File: src/rtl/mod_counter_pkg.sv
// Shared constants for the modulo counter slice.
// Saturate-mode encodings and prescaler width.
package mod_counter_pkg;

  typedef enum logic {
    MODE_WRAP = 1'b0,
    MODE_SAT  = 1'b1
  } mode_e;

  localparam int PSC_W = 8;

endpackage

File: src/rtl/mod_prescaler.sv
// Enable prescaler: pulses tick once every PRESCALE enabled cycles.
// clr and reset both restart the full period.
module mod_prescaler
  import mod_counter_pkg::*;
#(
  parameter int PRESCALE = 1
) (
  input  logic clk,
  input  logic reset,
  input  logic en,
  input  logic clr,
  output logic tick
);

  localparam logic [PSC_W-1:0] LAST = PSC_W'(PRESCALE - 1);

  logic [PSC_W-1:0] cnt;
  logic             wrap;

  assign wrap = (cnt == LAST);
  assign tick = en & ~clr & ~reset & wrap;

  always_ff @(posedge clk) begin
    if (reset) begin
      cnt <= '0;
    end else if (clr) begin
      cnt <= '0;
    end else if (en) begin
      cnt <= wrap ? '0 : cnt + 1'b1;
    end
  end

endmodule

File: src/rtl/mod_counter.sv
// Up/down modulo counter with load, prescaled enable,
// wrap or saturate at terminal, and sticky overflow flag.
module mod_counter
  import mod_counter_pkg::*;
#(
  parameter int     WIDTH    = 4,
  parameter longint MODULUS  = 16,
  parameter int     SATURATE = 0,
  parameter int     PRESCALE = 1
) (
  input  logic             clk,
  input  logic             reset,
  input  logic             en,
  input  logic             up,
  input  logic             load,
  input  logic [WIDTH-1:0] load_val,
  input  logic             clr_ovf,
  output logic [WIDTH-1:0] r_reg,
  output logic             tc,
  output logic             ovf
);

  localparam logic [WIDTH-1:0] MAXV = WIDTH'(MODULUS - 1);
  localparam bit SAT = (SATURATE == int'(MODE_SAT));

  logic             tick;
  logic             at_term;
  logic [WIDTH-1:0] term;
  logic [WIDTH-1:0] ld_v;
  logic [WIDTH-1:0] stepped;
  logic [WIDTH-1:0] r_next;

  mod_prescaler #(
    .PRESCALE(PRESCALE)
  ) u_psc (
    .clk  (clk),
    .reset(reset),
    .en   (en),
    .clr  (load),
    .tick (tick)
  );

  always_comb begin
    term    = up ? MAXV : '0;
    at_term = (r_reg == term);
    ld_v    = (load_val > MAXV) ? MAXV : load_val;
    stepped = up ? r_reg + 1'b1 : r_reg - 1'b1;
    // terminal step either holds or jumps to the opposite end
    if (at_term) begin
      stepped = SAT ? r_reg : (up ? '0 : MAXV);
    end
    r_next = r_reg;
    unique case (1'b1)
      load:    r_next = ld_v;
      tick:    r_next = stepped;
      default: r_next = r_reg;
    endcase
  end

  assign tc = tick & at_term & ~load & ~reset;

  always_ff @(posedge clk) begin
    if (reset) begin
      r_reg <= '0;
    end else begin
      r_reg <= r_next;
    end
  end

  always_ff @(posedge clk) begin
    if (reset) begin
      ovf <= 1'b0;
    end else if (tc) begin
      ovf <= 1'b1;
    end else if (clr_ovf) begin
      ovf <= 1'b0;
    end
  end

endmodule

File: config.mk
export PLATFORM = sky130hd
export DESIGN_NAME = mod_counter
export DESIGN_NICKNAME = d
export VERILOG_FILES = /design/src/rtl/mod_counter_pkg.sv /design/src/rtl/mod_prescaler.sv /design/src/rtl/mod_counter.sv
export SDC_FILE = /design/constraint.sdc
export NUM_CORES = 1
export LEC_CHECK = 0
export ABC_AREA = 1
export CAP_MARGIN = 30
export CORE_MARGIN = 10
export CORE_UTILIZATION = 53
export DETAILED_ROUTE_END_ITERATION = 10
export MAX_ROUTING_LAYER = met4
export PLACE_DENSITY = 0.83
export SYNTH_ARGS = -nofsm -noshare
export SYNTH_HDL_FRONTEND = slang
export SYNTH_HIERARCHICAL = 1
export SYNTH_SLANG_ARGS = --single-unit
export TNS_END_PERCENT = 10
File: constraint.sdc
create_clock -name clk -period 3.6 [get_ports clk]
set_input_delay 0.72 -clock clk [delete_from_list [all_inputs] [get_ports clk]]
set_output_delay 0.72 -clock clk [all_outputs]
set_load 0.005 [all_outputs]
==> metrics.csv, run 1 <==
metric;value;unit
post_drt_wl_per_cell;11.7;µm
fillers;121;
root_buffer;clkbuf_4;
worst_ep_arrival_time;2.68;ns
first_iter_violations;31;
drt-total-wl;1.93;mm
max_stage_delay;0.54;ns
p_leak;0.499;nW
worstPathCellList;clkdlybuf4s50_1 -> inv_1 -> nor2_1 -> nand2_1 -> nor2_1 -> inv_1 -> nor2_1 -> inv_1 -> nor2_2 -> nand3_2 -> inv_1 -> clkdlybuf4s50_1;
relSlewSlack;86.1;%
ctsResizeCount;0;
hold_class;reg2reg;
syn_inst;129;
cpMaxStageDelayCell;clkdlybuf4s50_1;
cts_made_buffers;3;
criticalPathCategory;in2out;
power.density;306;nW/µm²
hold_viol;0;
finalPower;316;µW
post_cts_buffers;0;
antenna_found_initial;0;
fmax;0.294;GHz
synth_ff_type;dfxtp_1;
fp-row-count;14;
diodes;0;
slew_violations;0;
outcome;finished clean;
crit_buf_inv;6;
ant_nets;0;
grtUsageTotal;12.0;%
synth_seq_cells;13;
die_x;59.6;µm
htreeDepth;1;
endpoint_kind;output port;
clk_path_buf_depth;2;
syn_nets;144;
grt_start_max_net_pins;8;
cts.sinks;13;
cp_max_fo;4;
first_pass_iters;4;
finalSetupViolations;0;
dp_hpwl;1.52;mm
post-route-drc-count;0;
pin_count;16;
drive_above_1_share;10.7;%
initial_core_util;55.8;%
tightest_slew;0.207;ns
ir_drop;0.239;mV
grt_setup_unrepaired;false;
min_period;3.40;ns
cts_tree;built;
tns;0;ns
hold_ws;0.483;ns
grt_pass1_vias;768;
largest_reg_flops;8;
start_kind;primary input;
synth_area_per_cell;6.44;µm²
vias;813;
fin_worst_skew;0.00334;ns
overflow;0;
finalCritPeriodShare;94.5;%
async_flop_share;0;%
core_area;1490;µm²
holdBufCountCts;0;
timing.final.ws_setup;0.200;ns
grt_pass1_wl;3.26;mm
cpLargestDelayFamily;buffers and inverters;
port_buffers;15;
required;2.88;ns
clkLatencyLatePin;0.28;ns
die_h;59.6;µm
cpMostUsedCell;inv_1;
synth-edff-count;0;
area.growth.synth_to_final;24.5;%
ys_seq_area_share;31.3;%
dp_slack;0.206;ns
viasPerCell;4.93;
synth_area;831;µm²
clk_pin_slew;0.07;ns
place.gp.congestion;0.914;
reg2reg_slack;1.79;ns
synth_cell_types;21;
cap_viol_max_count;0;
yosysWarnings;6;
fin_nets;165;
die-area;3550;µm²
placed cells by master, fill, tap and decap left out, types with 3 or more instances in the layout:
cell type | Yosys | final
a21oi_1 | 4 | 4
a21oi_2 | 4 | 4
clkbuf_4 | 0 | 3
clkdlybuf4s50_1 | 0 | 15
dfxtp_1 | 13 | 13
ha_1 | 4 | 4
inv_1 | 23 | 23
nand2_1 | 33 | 33
nand3_1 | 5 | 5
nor2_1 | 21 | 21
nor2_2 | 3 | 3
o21ai_0 | 5 | 5
per-stage QoR:
stage                     instances  utilization [%]  area (µm²)
after global placement          161             67.7        1010
after detailed placement        161             67.7        1010
after floorplan                 129                -         831
after global routing            165             69.5        1030
after CTS                       165             69.5        1030
final                           165             69.5        1030
metal layers:
layer	routed length, µm	vias to the layer above	global-route usage, %
met5	0	-	-
met4	35	0	5.77
met3	104	5	3.43
met2	879	23	18.7
met1	906	350	13.7
li1	-	435	-
tightest hold or removal path: cells and delay by family, from the launching register on:
kind | cells | cell delay [ns]
and+or+nand+nor | 1 | 0.08
DFF | 1 | 0.31
AOI/OAI and AO/OA | 1 | 0.05
cells in the mapped netlist (3+ instances only):
cell type / instances / area (µm²)
nor2_2: 3 / 18.8
a21oi_1: 4 / 20.0
dfxtp_1: 13 / 260
nand2_1: 33 / 124
o21ai_0: 5 / 25.0
a21oi_2: 4 / 35.0
inv_1: 23 / 86.3
nor2_1: 21 / 78.8
nand3_1: 5 / 25.0
ha_1: 4 / 50.1
logic make-up (layout without fill, tap and decap cells):
group	count (synthesis)	in the layout	share of synthesized area, %
AOI/OAI and AO/OA	15	15	10.8
xor gates and xnor gates	3	3	3.16
adders and majority gates	5	5	8.43
buffers and inverters	24	44	10.8
DFF	13	13	31.3
and+or+nand+nor	69	69	35.4
layout make-up:
type / count / area (µm²) / share of cell area (%)
multi-input combinational: 92 / 480 / 46.4
tap: 16 / 20.0 / 1.93
clock buffer: 4 / 26.3 / 2.54
sequential: 13 / 260 / 25.2
timing repair buffer: 16 / 158 / 15.2
inverter: 24 / 90.1 / 8.71
power by group:
part	internal (mW)	total (mW)	switching (mW)
Clock	0.0431	0.0898	0.0467
Combinational	0.0344	0.0727	0.0383
Sequential	0.148	0.154	0.00562
worst paths after layout:
check	start	cells past startpoint	to
setup / recovery	en	12	tc
hold / removal	ovf	2	ovf
hold reg to reg	ovf	2	ovf
setup reg to reg	u_psc/cnt[0]	13	r_reg[2]
No activity file was read; power rests on OpenSTA's default activity.
==> run 2, diff against run 1 <==
--- a/config.mk
+++ b/config.mk
@@ -9,9 +9,10 @@
 export CAP_MARGIN = 30
 export CORE_MARGIN = 10
 export CORE_UTILIZATION = 53
+export CTS_CLUSTER_SIZE = 14
 export DETAILED_ROUTE_END_ITERATION = 10
 export MAX_ROUTING_LAYER = met4
-export PLACE_DENSITY = 0.83
+export PLACE_DENSITY_LB_ADDON = 0.25
 export SYNTH_ARGS = -nofsm -noshare
 export SYNTH_HDL_FRONTEND = slang
 export SYNTH_HIERARCHICAL = 1
==> run 2 against run 1 <==
Net effect:
- power hardly changed
- count of clock-buffer cells in the layout stayed put
- worst hold slack better by 0.0074 ns
- clock skew hardly changed
- critical path depth is 2 lower
- first-iteration DRC count is 81% lower
==> metrics.csv, run 2 (synthesis results as in run 1) <==
metric;value;unit;change
outcome;finished clean;;unchanged
grtUsageTotal;12.4;%;was 12.0%
relSlewSlack;85.5;%;was 86.1%
largest_reg_flops;8;;unchanged
place_area;1010;µm²;unchanged
cp_max_fo;7;;was 4
tightest_slew;0.217;ns;was 0.207 ns
internal-power;226;µW;about the same
p_switching;91.0;µW;was 90.6 µW
required;2.88;ns;about the same
hold_class;reg2reg;;unchanged
worstPathCellList;clkdlybuf4s50_1 -> inv_2 -> ha_1 -> nand2_2 -> nor2_2 -> nand2_2 -> nor2_2 -> nand3_2 -> inv_1 -> clkdlybuf4s50_1;;was clkdlybuf4s50_1 -> inv_1 -> nor2_1 -> nand2_1 -> nor2_1 -> inv_1 -> nor2_1 -> inv_1 -> nor2_2 -> nand3_2 -> inv_1 -> clkdlybuf4s50_1
comb_power_share;22.8;%;was 23.0%
final_cell_mix;33 x nand2_1, 23 x inv_1, 21 x nor2_1;;unchanged
viasPerCell;4.89;;was 4.93
core_area;1490;µm²;unchanged
hold_start;ovf;;unchanged
first_pass_iters;4;;unchanged
area.growth.synth_to_final;24.5;%;unchanged
htreeDepth;1;;unchanged
hold_viol;0;;unchanged
finalCritPeriodShare;95.0;%;was 94.5%
finalSetupViolations;0;;unchanged
holdBufCountCts;0;;unchanged
vias;807;;was 813
diodes;0;;unchanged
dp_slack;0.188;ns;was 0.206 ns
die_h;59.6;µm;unchanged
r2r-start;u_psc/cnt[0];;unchanged
timing.final.ws_setup;0.180;ns;was 0.200 ns
grt_start_max_net_pins;8;;unchanged
layoutNonFillerInstCount;165;;unchanged
initial_core_util;55.8;%;unchanged
fin_worst_skew;0.00320;ns;was 0.00334 ns
clkLatencyLatePin;0.28;ns;about the same
die-area;3550;µm²;unchanged
ir_drop;0.243;mV;was 0.239 mV
fmax;0.292;GHz;was 0.294 GHz
place.gp.congestion;0.925;;was 0.914
pin_count;16;;unchanged
first_iter_violations;6;;was 31
cts_tree;built;;unchanged
p_leak;0.499;nW;unchanged
clk_path_buf_depth;2;;unchanged
grt_pass1_vias;801;;was 768
final_common_cell;nand2_1;;unchanged
cap_viol_max_count;0;;unchanged
fp-row-count;14;;unchanged
port_buffers;15;;unchanged
placed_cells;161;;unchanged
endpoint_kind;output port;;unchanged
cpMaxStageDelayCell;clkdlybuf4s50_1;;unchanged
seq_power_share;48.5;%;was 48.6%
crit_buf_inv;4;;was 6
cpLargestDelayFamily;buffers and inverters;;unchanged
grt_setup_unrepaired;false;;unchanged
cts.sinks;13;;unchanged
reg2reg_slack;1.88;ns;was 1.79 ns
ctsResizeCount;0;;unchanged
clkPwrFrac;28.7;%;was 28.4%
power.density;306;nW/µm²;about the same
fin_nets;165;;unchanged
max_stage_delay;0.51;ns;was 0.54 ns
worst_ep_arrival_time;2.70;ns;was 2.68 ns
drt-total-wl;1.86;mm;was 1.93 mm
slew_violations;0;;unchanged
min_period;3.42;ns;was 3.40 ns
tns;0;ns;unchanged
drive_above_1_share;10.7;%;unchanged
cts_made_buffers;3;;unchanged
post-route-drc-count;0;;unchanged
post_cts_buffers;0;;unchanged
dp_hpwl;1.53;mm;was 1.52 mm
die_x;59.6;µm;unchanged
post_drt_wl_per_cell;11.3;µm;was 11.7 µm
netSwitchingFraction;28.7;%;was 28.6%
root_buffer;clkbuf_4;;unchanged
start_kind;primary input;;unchanged
ant_nets;0;;unchanged
crit_path_start;up;;was en
final_area;1030;µm²;unchanged
antenna_found_initial;0;;unchanged
overflow;0;;unchanged
grt_pass1_wl;3.35;mm;was 3.26 mm
clk_pin_slew;0.08;ns;was 0.07 ns
criticalPathCategory;in2out;;unchanged
run 2: cell counts in the layout (fill, tap and decap cells not counted):
No cell type changed its count.
run 2: layout make-up:
class | instances | area [µm²]
inverter | 24 | 90.1
clock buffer | 4 | 26.3
sequential | 13 | 260
timing repair buffer | 16 | 158
fill | 124 | 454
multi-input combinational | 92 | 480
tap | 16 | 20.0
run 2: metal layers:
metal / up-vias / part of all wire [%] / GRT usage, %
met4: 0 / 3.2 / 8.97
met5: - / 0 / -
met1: 348 / 46 / 13.5
met3: 6 / 6.4 / 3.43
li1: 432 / - / -
met2: 21 / 45 / 19.0
run 2: final timing paths:
kind	to	cells past startpoint
hold reg to reg	ovf	2
setup reg to reg	r_reg[1]	13
hold / removal	ovf	2
setup / recovery	tc	10
run 2: worst reg2reg max path, cell delays in order (launching register included):
cell,delay (ns)
dfxtp_1,0.35
inv_1,0.06
ha_1,0.19
inv_1,0.05
nor2_1,0.03
nand2_1,0.05
nor2_1,0.05
inv_1,0.05
nor2_1,0.04
buf_4,0.15
nor2_1,0.20
inv_1,0.13
o21ai_0,0.22
a21oi_2,0.04
run 2: per-stage QoR:
| stage | hold slack, ns | total power, mW | utilization, % |
|---|---|---|---|
| 2_1_floorplan | 0.466 | 0.200 | - |
| 3_3_place_gp | 0.473 | 0.227 | 67.7 |
| 3_5_place_dp | 0.481 | 0.229 | 67.7 |
| 4_1_cts | 0.494 | 0.320 | 69.5 |
| 5_1_grt | 0.519 | 0.334 | 69.5 |
| 6_report | 0.490 | 0.317 | 69.5 |
run 2: power by group through the flow:
stage	clock network, mW	logic [mW]	registers, mW
finish	0.0909	0.0722	0.154
global route	0.0973	0.0817	0.155
CTS	0.0945	0.0723	0.154
detailed placement	0	0.0717	0.157
global placement	0	0.0705	0.157
floorplan	0	0.0433	0.156
